**src/rtl/signed_mul_pkg.sv**
```systemverilog
//==============================================================================
// Module  : signed_mul_pkg
// Brief   : Shared constants, state encoding and helpers for signed_seq_multiplier.
// Revision: 1.0 - initial release
//==============================================================================
`default_nettype none

package signed_mul_pkg;

    localparam int SMUL_WIDTH = 32;

    typedef logic [1:0] smul_state_t;

    localparam smul_state_t ST_IDLE = 2'd0;
    localparam smul_state_t ST_CALC = 2'd1;
    localparam smul_state_t ST_FIX  = 2'd2;
    localparam smul_state_t ST_DONE = 2'd3;

    // Iteration counter must be able to hold the value WIDTH itself.
    function automatic int smul_cnt_width(input int width);
        return $clog2(width + 1);
    endfunction

endpackage

`default_nettype wire

```
**src/rtl/sign_magnitude_conv.sv**
```systemverilog
//==============================================================================
// Module  : sign_magnitude_conv
// Brief   : Conditional two's-complement negate (val_o = neg_i ? -val_i : val_i).
// Revision: 1.0 - initial release
//==============================================================================
`default_nettype none

module sign_magnitude_conv #(
    parameter int N = 32
) (
    input  logic [N-1:0] val_i,
    input  logic         neg_i,
    output logic [N-1:0] val_o
);

    assign val_o = neg_i ? (~val_i + 1'b1) : val_i;

endmodule

`default_nettype wire

```
**src/rtl/signed_seq_multiplier.sv**
```systemverilog
//==============================================================================
// Module  : signed_seq_multiplier
// Brief   : Iterative radix-2 signed multiplier, WIDTH x WIDTH -> 2*WIDTH,
//           start/done handshake. Optional macro: SMUL_EARLY_TERM_EN.
// Revision: 1.0 - initial release
//==============================================================================
`default_nettype none

module signed_seq_multiplier
    import signed_mul_pkg::*;
#(
    parameter int WIDTH = SMUL_WIDTH
) (
    input  logic             clk,
    input  logic             reset,
    input  logic             start,
    input  logic [WIDTH-1:0] A,
    input  logic [WIDTH-1:0] B,
    output logic             busy,
    output logic             done,
    output logic [WIDTH-1:0] out1,
    output logic [WIDTH-1:0] out2
);

    localparam int              CW     = smul_cnt_width(WIDTH);
    localparam logic [CW-1:0]   C_LAST = CW'(WIDTH - 1);

    smul_state_t      state_q, state_d;
    logic [WIDTH-1:0] mag_a_q, mag_a_d;
    logic [WIDTH-1:0] mag_b_q, mag_b_d;
    logic [WIDTH-1:0] acc_q,   acc_d;
    logic             neg_q,   neg_d;
    logic [CW-1:0]    count_q, count_d;
    logic [WIDTH-1:0] out1_q,  out1_d;
    logic [WIDTH-1:0] out2_q,  out2_d;

    logic [WIDTH-1:0]   abs_a;
    logic [WIDTH-1:0]   abs_b;
    logic [2*WIDTH-1:0] fixed_prod;
    logic [WIDTH-1:0]   addend;
    logic [WIDTH:0]     sum;

    sign_magnitude_conv #(.N(WIDTH)) u_abs_a (
        .val_i (A),
        .neg_i (A[WIDTH-1]),
        .val_o (abs_a)
    );

    sign_magnitude_conv #(.N(WIDTH)) u_abs_b (
        .val_i (B),
        .neg_i (B[WIDTH-1]),
        .val_o (abs_b)
    );

    sign_magnitude_conv #(.N(2*WIDTH)) u_fix (
        .val_i ({acc_q, mag_b_q}),
        .neg_i (neg_q),
        .val_o (fixed_prod)
    );

    assign addend = mag_b_q[0] ? mag_a_q : '0;
    assign sum    = {1'b0, acc_q} + {1'b0, addend};

`ifdef SMUL_EARLY_TERM_EN
    localparam logic [CW-1:0] C_WIDTH = CW'(WIDTH);

    logic [WIDTH-1:0]   live_mask;
    logic               rest_zero;
    logic [CW-1:0]      remaining;
    logic [2*WIDTH-1:0] skip_prod;

    // After count shifts, the low WIDTH-count bits of mag_b are still multiplier bits.
    assign live_mask = {WIDTH{1'b1}} >> count_q;
    assign rest_zero = (mag_b_q & live_mask) == '0;
    assign remaining = C_WIDTH - count_q;
    assign skip_prod = {acc_q, mag_b_q} >> remaining;
`endif

    always_comb begin
        state_d = state_q;
        mag_a_d = mag_a_q;
        mag_b_d = mag_b_q;
        acc_d   = acc_q;
        neg_d   = neg_q;
        count_d = count_q;
        out1_d  = out1_q;
        out2_d  = out2_q;

        case (state_q)
            ST_IDLE: begin
                if (start) begin
                    mag_a_d = abs_a;
                    mag_b_d = abs_b;
                    neg_d   = A[WIDTH-1] ^ B[WIDTH-1];
                    acc_d   = '0;
                    count_d = '0;
                    state_d = ST_CALC;
                end
            end

            ST_CALC: begin
`ifdef SMUL_EARLY_TERM_EN
                if (rest_zero) begin
                    {acc_d, mag_b_d} = skip_prod;
                    state_d          = ST_FIX;
                end else begin
                    acc_d   = sum[WIDTH:1];
                    mag_b_d = {sum[0], mag_b_q[WIDTH-1:1]};
                    count_d = count_q + 1'b1;
                    if (count_q == C_LAST) begin
                        state_d = ST_FIX;
                    end
                end
`else
                acc_d   = sum[WIDTH:1];
                mag_b_d = {sum[0], mag_b_q[WIDTH-1:1]};
                count_d = count_q + 1'b1;
                if (count_q == C_LAST) begin
                    state_d = ST_FIX;
                end
`endif
            end

            ST_FIX: begin
                // Outputs load with the signed product here so they are valid while done is high.
                {acc_d, mag_b_d} = fixed_prod;
                out1_d           = fixed_prod[2*WIDTH-1:WIDTH];
                out2_d           = fixed_prod[WIDTH-1:0];
                state_d          = ST_DONE;
            end

            ST_DONE: begin
                state_d = ST_IDLE;
            end

            default: begin
                state_d = ST_IDLE;
            end
        endcase
    end

    always_ff @(posedge clk) begin
        if (reset) begin
            state_q <= ST_IDLE;
            mag_a_q <= '0;
            mag_b_q <= '0;
            acc_q   <= '0;
            neg_q   <= 1'b0;
            count_q <= '0;
            out1_q  <= '0;
            out2_q  <= '0;
        end else begin
            state_q <= state_d;
            mag_a_q <= mag_a_d;
            mag_b_q <= mag_b_d;
            acc_q   <= acc_d;
            neg_q   <= neg_d;
            count_q <= count_d;
            out1_q  <= out1_d;
            out2_q  <= out2_d;
        end
    end

    assign busy = (state_q == ST_CALC) || (state_q == ST_FIX);
    assign done = (state_q == ST_DONE);
    assign out1 = out1_q;
    assign out2 = out2_q;

endmodule

`default_nettype wire
```
**config.mk**
```make
export PLATFORM = sky130hd
export DESIGN_NAME = signed_seq_multiplier
export DESIGN_NICKNAME = d
export VERILOG_FILES = /design/src/rtl/signed_mul_pkg.sv /design/src/rtl/sign_magnitude_conv.sv /design/src/rtl/signed_seq_multiplier.sv
export SDC_FILE = /design/constraint.sdc
export NUM_CORES = 1
export LEC_CHECK = 0
export ABC_AREA = 1
export CAP_MARGIN = 20
export CORE_ASPECT_RATIO = 1.4
export CORE_MARGIN = 1
export CORE_UTILIZATION = 53
export CTS_BUF_LIST = sky130_fd_sc_hd__clkbuf_8 sky130_fd_sc_hd__clkbuf_16
export DETAILED_ROUTE_END_ITERATION = 12
export PLACE_DENSITY = 0.75
export SKIP_CTS_REPAIR_TIMING = 1
export SLEW_MARGIN = 20
export SYNTH_ARGS = -nofsm -noshare
export SYNTH_HDL_FRONTEND = slang
export SYNTH_SLANG_ARGS = --single-unit
```
**constraint.sdc**
```tcl
create_clock -name clk -period 2.7 [get_ports clk]
set_clock_uncertainty 0.1 [all_clocks]
set_input_delay 0.27 -clock clk [delete_from_list [all_inputs] [get_ports clk]]
set_output_delay 0.27 -clock clk [all_outputs]
set_load 0.05 [all_outputs]
```
==> Implementation_results.wiki, run 1 <==
{| class="wikitable"
! Metric !! Value
|-
| Run status || finished clean
|-
| Critical-path cell list || buf_12 -> nand2_1 -> inv_1 -> ha_2 -> nand2_1 -> inv_1 -> nand2_1 -> nor2_1 -> nor2_2 -> nor2_1 -> nor2_1 -> nand2_1 -> nand2_1 -> nand2_1 -> nand2_1 -> a21oi_1
|-
| Warning count from the yosys run || 0
|-
| Non-Filler Instances || around 2,800
|-
| Minimum period implied by the final worst setup slack || ~2.6 ns
|-
| Library cell appearing most often on the critical path || sky130_fd_sc_hd__nand2_1
|-
| Achievable clock frequency || between 0.3 and 0.4 GHz
|-
| H-tree depth reported by CTS || 4
|-
| CP Max Fanout || 16
|-
| Global-route congestion overflow total || 0
|-
| Synthesized instance count || about 2,300
|-
| Clock transition at path regs || 0.07 ns
|-
| Clock Path Buffers || 2
|-
| Number of different library cells in the post-synthesis netlist || 47
|-
| TritonCTS clock tree || done
|-
| Number of cells in the design after placement || 2,756
|-
| CP Data Arrival Time || ~2.9 ns
|-
| Initial antenna violation count || 2
|-
| Longest individual stage delay on the worst path || a little over 0.4 ns
|-
| Crit path buf inv count || 3
|-
| Unrepaired setup endpoints after global routing || true
|-
| Pin count of the biggest net entering global routing || ~110
|-
| Seq/Total Area, Yosys || about 25%
|-
| Reg2reg path depth || 16
|-
| DRC viols || 0
|-
| Worst min-delay path category || in2reg
|-
| TritonCTS Buffers || 17
|-
| Total global routing track utilization || between 40% and 50%
|-
| Ports placed on the boundary || roughly 130
|-
| Share of cells above drive strength 1 || between 7 and 8%
|-
| Critical path capture point type || flop
|-
| Post-synth net total || ~2,400
|-
| # diodes || 0
|-
| Data required time at the worst endpoint || 2.98 ns
|-
| VDD IR-drop max || 633 uV
|-
| Power Total || around 15 mW
|-
| Sum of routed wire length over all layers || 51.3 mm
|-
| Async set-or-reset flop fraction in the synthesized netlist || 0%
|-
| Number of flops mapped to enable cells by yosys || 0
|-
| Wire length of the first global-routing pass || slightly below 80 mm
|-
| Type of the worst setup path || reg2reg
|-
| Post-synthesis register bit count || approximately 170
|-
| Latest clock arrival within the worst-skew pair || around 0.45 ns
|-
| Critical-path top delay cell || sky130_fd_sc_hd__ha_2
|-
| Worst Slack Setup Final || 0.107 ns
|-
| Critical path depth in cells || 16
|-
| Fillers || 2,449
|-
| Max-cap violations || 0
|-
| Cells on Worst Hold Path || 3
|-
| Die Area || roughly 26,000 um^2
|-
| Wire per inst || between 15 and 20 um
|-
| Layout overhead on the synthesized area || 19.5%
|-
| Remaining antenna violation count || 0
|-
| Total number of vias || approximately 16,000
|-
| RePlAce Congestion || roughly 1.1
|-
| Worst slew pin tran || between 0.5 and 0.6 ns
|-
| Number of buffers added on ports || around 130
|-
| Synthesized area divided by synthesized cell count || ~5.7 um^2
|-
| Final-report setup violation count || 0
|-
| Area used by sequential logic in the layout || approximately 3400 um^2
|-
| Core footprint || between 20,000 and 25,000 um^2
|-
| Final std cell area, no fill || between 15,000 and 20,000 um^2
|-
| Reported leakage power || ~7.8 nW
|-
| Period Utilization, post-route || 96.0%
|-
| Area of the mapped netlist || about 13,000 um^2
|-
| Type of origin of the critical path || flop
|-
| Headroom to the max-slew limit || a little over three fifths
|-
| Site Rows || 68
|-
| Post-detailed-route via-to-cell ratio || about 5.7
|-
| Number of failing hold endpoints at the final stage || 0
|-
| Top flip-flop cell by instance count after synthesis || sky130_fd_sc_hd__dfxtp_1
|-
| Worst hold margin || ~0.27 ns
|-
| Post-detail-place hpwl || just under 40 mm
|-
| Setup_tns || 0 ns
|-
| Number of violations reported at the end of detailed-routing iteration 0 || about 1,100
|-
| Number of global-route vias before repair || approximately 15,000
|-
| Areal power density over the cells || 952 nW/um^2
|-
| Horizontal die dimension || around 140 um
|-
| Utilization of the core after routing || around 65%
|-
| Number of clock sinks || around 170
|-
| First-pass detailed-route iteration total || 6
|-
| Setup Slack @ Placement || 0.0550 ns
|-
| Dpl cell area || 15,200 um^2
|-
| Nets || between 2,000 and 3,000
|-
| CTS root buf || sky130_fd_sc_hd__clkbuf_16
|-
| Multi-input combinational cell area || ~8500 um^2
|-
| Initial cell density of the core || 54.0%
|-
| Slew Viols, Final || 0
|-
| CP top delay family || simple AND/OR/NAND/NOR gates
|-
| Die height || around 190 um
|}
power breakdown:
group          internal, mW  leakage (nW)  switching [mW]
registers              3.09          1.38           0.585
clock network          1.41         0.296            1.21
logic                  2.65          6.17            6.20
total                  7.16          7.85            8.00
placed cells by master (no fill, tap or decap), types with 4 or more instances in the layout:
cell and instances:
sky130_fd_sc_hd__clkbuf_16 18, sky130_fd_sc_hd__nand2_4 4, sky130_fd_sc_hd__nor3_1 19, sky130_fd_sc_hd__buf_12 7, sky130_fd_sc_hd__o211ai_1 22, sky130_fd_sc_hd__ha_1 36
sky130_fd_sc_hd__nor2_4 4, sky130_fd_sc_hd__ha_2 4, sky130_fd_sc_hd__buf_4 56, sky130_fd_sc_hd__nand3_2 9, sky130_fd_sc_hd__nand4_1 22, sky130_fd_sc_hd__xnor2_1 11
sky130_fd_sc_hd__a21oi_1 191, sky130_fd_sc_hd__xor2_1 20, sky130_fd_sc_hd__dfxtp_1 167, sky130_fd_sc_hd__inv_2 8, sky130_fd_sc_hd__inv_6 4, sky130_fd_sc_hd__nor2_2 23
sky130_fd_sc_hd__nand2_2 18, sky130_fd_sc_hd__nand3_1 178, sky130_fd_sc_hd__a31oi_1 11, sky130_fd_sc_hd__o21ai_1 11, sky130_fd_sc_hd__nand2_1 766, sky130_fd_sc_hd__o21ai_0 146
sky130_fd_sc_hd__clkdlybuf4s50_1 130, sky130_fd_sc_hd__nand3b_1 12, sky130_fd_sc_hd__a21oi_2 6, sky130_fd_sc_hd__inv_1 294, sky130_fd_sc_hd__nor2_1 230
registers in the layout (all words and copies together), names as in the netlist:
signal / cells
state_q: 2
out1: 32
mag_b_q: 32
neg_q: 1
mag_a_q: 32
out2: 32
count_q: 6
acc_q: 32
synthesized netlist by cell type, types with 12 or more instances:
master                     number  area (um^2)
sky130_fd_sc_hd__nand4_1       22          138
sky130_fd_sc_hd__clkbuf_1      57          214
sky130_fd_sc_hd__nor2_1       236          886
sky130_fd_sc_hd__buf_2         14         70.1
sky130_fd_sc_hd__dfxtp_1      169         3380
sky130_fd_sc_hd__o211ai_1      22          165
sky130_fd_sc_hd__xor2_1        20          175
sky130_fd_sc_hd__ha_1          40          500
sky130_fd_sc_hd__a21oi_1      193          966
sky130_fd_sc_hd__nor2_2        17          106
sky130_fd_sc_hd__nand3b_1      12         90.1
sky130_fd_sc_hd__inv_1        296         1110
sky130_fd_sc_hd__o21ai_0      147          736
sky130_fd_sc_hd__nand2_1      773         2900
sky130_fd_sc_hd__nand3_1      182          911
sky130_fd_sc_hd__nor3_1        20          100
worst min-delay path: cells and delay by family:
kind	cells	cell delay, ns
AO/OA/AOI/OAI	1	0.16
buffers and inverters	2	0.35
kinds of logic after synthesis:
| family | count (synthesis) | synth area share (%) |
|---|---|---|
| adders and majority gates | 41 | 3.90 |
| DFF | 169 | 25.4 |
| xor gates and xnor gates | 31 | 2.04 |
| and+or+nand+nor | 1301 | 41.0 |
| buffers and inverters | 388 | 11.4 |
| AOI/OAI and AO/OA | 406 | 16.3 |
routing by layer:
layer,vias up,routed length [um],global-route usage [%],share of wire (%)
li1,7726,-,-,-
met1,7115,17400,39.5,34
met2,701,24800,69.0,48
met3,268,3670,8.77,7.2
met4,2,5320,38.2,10
met5,-,13,0,0.025
worst paths after layout:
path | slack [ns] | endpoint | startpoint
max | 0.11 | acc_q[31] | mag_b_q[0]
min | 0.27 | out2[3] | reset
max reg2reg | 0.11 | acc_q[31] | mag_b_q[0]
min reg2reg | 0.36 | out2[23] | out2[23]
cell type report:
class                   instances  share of cell area, %
multi-input cells            1779                   53.5
flip-flops and latches        169                   21.3
repair buffers                194                   11.8
inverters                     302                   7.12
clock buffers                  18                   2.76
well taps                     315                   2.47
clock inverters                14                   1.04
Power figures use the tool's default switching activity.
==> run 2: changes to the inputs <==
--- a/config.mk
+++ b/config.mk
@@ -12,7 +12,8 @@
 export CORE_UTILIZATION = 53
 export CTS_BUF_LIST = sky130_fd_sc_hd__clkbuf_8 sky130_fd_sc_hd__clkbuf_16
 export DETAILED_ROUTE_END_ITERATION = 12
-export PLACE_DENSITY = 0.75
+export DONT_BUFFER_PORTS = 1
+export PLACE_DENSITY = 0.68
 export SKIP_CTS_REPAIR_TIMING = 1
 export SLEW_MARGIN = 20
 export SYNTH_ARGS = -nofsm -noshare
==> run 2 against run 1 <==
  * Sequential power increased by 21%
  * Critical endpoint is now acc_q[27]
  * Maximum frequency increased by 2.0%
  * Non-clock buffer count decreased by 129
  * The flow now finishes with violations (negative hold slack)
  * Worst hold slack got worse by 0.49 ns
  * Utilization decreased by 5.2 points
  * Final area decreased by 8.0%
  * Register-to-register slack improved by 0.05 ns
  * Global-route usage decreased by 2.0 points
==> Implementation_results.wiki, run 2 (synthesized netlist as in run 1, its figures left out) <==
{| class="wikitable"
! Metric !! Value
|-
| Run status || complete, but fails checks
|-
| Violated checks || negative hold slack
|-
| Non-Filler Instances || ~2,700
|-
| Number of global-route vias before repair || between 10,000 and 15,000
|-
| TritonCTS clock tree || done
|-
| Setup_tns || 0 ns
|-
| Final-report setup violation count || 0
|-
| Die Area || roughly 26,000 um^2
|-
| Wire per inst || ~18 um
|-
| Data required time at the worst endpoint || ~3 ns
|-
| Number of violations reported at the end of detailed-routing iteration 0 || between 900 and 1,000
|-
| Areal power density over the cells || roughly 990 nW/um^2
|-
| Max-cap violations || 0
|-
| CTS root buf || sky130_fd_sc_hd__clkbuf_16
|-
| Reported leakage power || around 7.4 nW
|-
| Net Sw Frac || between 50% and 60%
|-
| Fillers || approximately 2,600
|-
| Total number of vias || ~15,000
|-
| Utilization of the core after routing || around three fifths
|-
| Number of buffers added on ports || 0
|-
| Remaining antenna violation count || 0
|-
| Worst min-delay path category || in2reg
|-
| Latest clock arrival within the worst-skew pair || between 0.4 and 0.5 ns
|-
| Post-detailed-route via-to-cell ratio || 5.62
|-
| Critical-path top delay cell || sky130_fd_sc_hd__dfxtp_1
|-
| Combinational Power Share || between 50% and 60%
|-
| Part of the power in the clock network || between 10% and 20%
|-
| TritonCTS Buffers || 17
|-
| Layout overhead on the synthesized area || 9.90%
|-
| Met2 track demand over resource in global routing || around two thirds
|-
| Initial cell density of the core || between 50% and 60%
|-
| Setup Slack @ Placement || 0.0980 ns
|-
| Type of the worst setup path || reg2reg
|-
| Clock Path Buffers || 2
|-
| Die height || between 150 and 200 um
|-
| Internal Power || between 6 and 7 mW
|-
| Wire length of the first global-routing pass || around 75 mm
|-
| Net switching power figure || approximately 7.7 mW
|-
| Achievable clock frequency || approximately 0.39 GHz
|-
| Global-route met1 utilization || between 30% and 40%
|-
| Source of the critical timing path || mag_b_q[0]
|-
| VDD IR-drop max || 942 uV
|-
| # diodes || 0
|-
| Worst slew pin tran || around 0.97 ns
|-
| Headroom to the max-slew limit || 34.8%
|-
| CP Data Arrival Time || 2.83 ns
|-
| Worst Slack Setup Final || approximately 0.16 ns
|-
| Critical path capture point type || flop
|-
| Source of the worst register-to-register timing path || mag_b_q[0]
|-
| Longest individual stage delay on the worst path || between 0.3 and 0.4 ns
|-
| Most common library cell in the layout ignoring fill and taps || sky130_fd_sc_hd__nand2_1
|-
| Nets || about 2,400
|-
| Power Total || 14.5 mW
|-
| Global-route congestion overflow total || 0
|-
| RePlAce Congestion || roughly 1.0
|-
| Share of cells above drive strength 1 || 6.48%
|-
| CP top delay family || simple AND/OR/NAND/NOR gates
|-
| DRC viols || 0
|-
| Source of the worst hold timing path || reset
|-
| Portion of total power attributed to sequential cells || a little under a third
|-
| Number of cells in the design after placement || approximately 2,600
|-
| GR Util met3 || around 5.5%
|-
| Final std cell area, no fill || 14,700 um^2
|-
| Site Rows || between 60 and 70
|-
| Sum of routed wire length over all layers || around 49 mm
|-
| First-pass detailed-route iteration total || 5
|-
| Global route hottest layer || met2
|-
| Clock transition at path regs || around 0.080 ns
|-
| CP Max Fanout || 30
|-
| Dpl cell area || ~14,000 um^2
|-
| H-tree depth reported by CTS || 4
|-
| Library cell appearing most often on the critical path || sky130_fd_sc_hd__nand2_1
|-
| Total global routing track utilization || a little under two fifths
|-
| Minimum period implied by the final worst setup slack || 2.54 ns
|-
| Initial antenna violation count || 1
|-
| Type of origin of the critical path || flop
|-
| Critical-path cell list || buf_12 -> nand2_1 -> inv_1 -> ha_1 -> nand2_1 -> inv_1 -> a21oi_1 -> nand2_1 -> a21oi_1 -> nand2_1 -> nand2_1 -> nand3_1 -> nand2_1 -> nand2_1 -> a21oi_1
|-
| Commonest non-fill, non-tap cells in the layout || sky130_fd_sc_hd__nand2_1 (768), sky130_fd_sc_hd__inv_1 (295), sky130_fd_sc_hd__nor2_1 (234), sky130_fd_sc_hd__a21oi_1 (192), sky130_fd_sc_hd__nand3_1 (178)
|-
| Period Utilization, post-route || a little over nine tenths
|-
| Worst hold margin || -0.216 ns
|-
| Core footprint || between 20,000 and 25,000 um^2
|-
| Ports placed on the boundary || 133
|-
| Slew Viols, Final || 0
|-
| Post-detail-place hpwl || 37.3 mm
|-
| Crit path buf inv count || 3
|-
| Pin count of the biggest net entering global routing || between 100 and 150
|-
| Number of failing hold endpoints at the final stage || roughly 110
|-
| Number of clock sinks || approximately 170
|-
| Horizontal die dimension || around 140 um
|}
run 2: worst reg2reg max path: stages (launching register included):
cell,delay [ns]
sky130_fd_sc_hd__dfxtp_1,0.39
sky130_fd_sc_hd__buf_12,0.19
sky130_fd_sc_hd__nand2_1,0.09
sky130_fd_sc_hd__inv_1,0.14
sky130_fd_sc_hd__ha_1,0.30
sky130_fd_sc_hd__nand2_1,0.12
sky130_fd_sc_hd__inv_1,0.07
sky130_fd_sc_hd__a21oi_1,0.29
sky130_fd_sc_hd__nand2_1,0.14
sky130_fd_sc_hd__a21oi_1,0.20
sky130_fd_sc_hd__nand2_1,0.07
sky130_fd_sc_hd__nand2_1,0.06
sky130_fd_sc_hd__nand3_1,0.06
sky130_fd_sc_hd__nand2_1,0.10
sky130_fd_sc_hd__nand2_1,0.05
sky130_fd_sc_hd__a21oi_1,0.13
run 2: worst paths after layout:
| check | to | slack (ns) | depth (start not counted) |
|---|---|---|---|
| worst max register to register | acc_q[27] | 0.16 | 15 |
| worst min register to register | mag_a_q[21] | 0.40 | 2 |
| worst min-delay path | out2[17] | -0.22 | 1 |
| worst max-delay path | acc_q[27] | 0.16 | 15 |
run 2: power groups by stage:
stage / clock [mW] / combinational (mW) / sequential [mW]
finish: 2.71 / 7.33 / 4.45
global route: 2.82 / 8.08 / 4.53
CTS: 2.73 / 7.12 / 4.44
detailed placement: 0 / 7.10 / 4.49
global placement: 0 / 7.02 / 4.48
floorplan: 0 / 5.11 / 4.26
run 2: area by class of cell:
cell class	instances	area, um^2	share of cell area, %
timing repair buffer	65	613	4.18
tap	315	394	2.69
clock buffer	17	425	2.90
multi-input combinational	1779	8500	58.0
clock inverter	15	200	1.37
sequential	169	3380	23.1
inverter	302	1130	7.74
run 2: metal layers:
metal	share of wire [%]	wire length, um	vias to the layer above
met5	0.027	13	-
li1	-	-	7469
met1	36	17300	6748
met2	48	23600	554
met4	11	5120	2
met3	5.6	2750	190
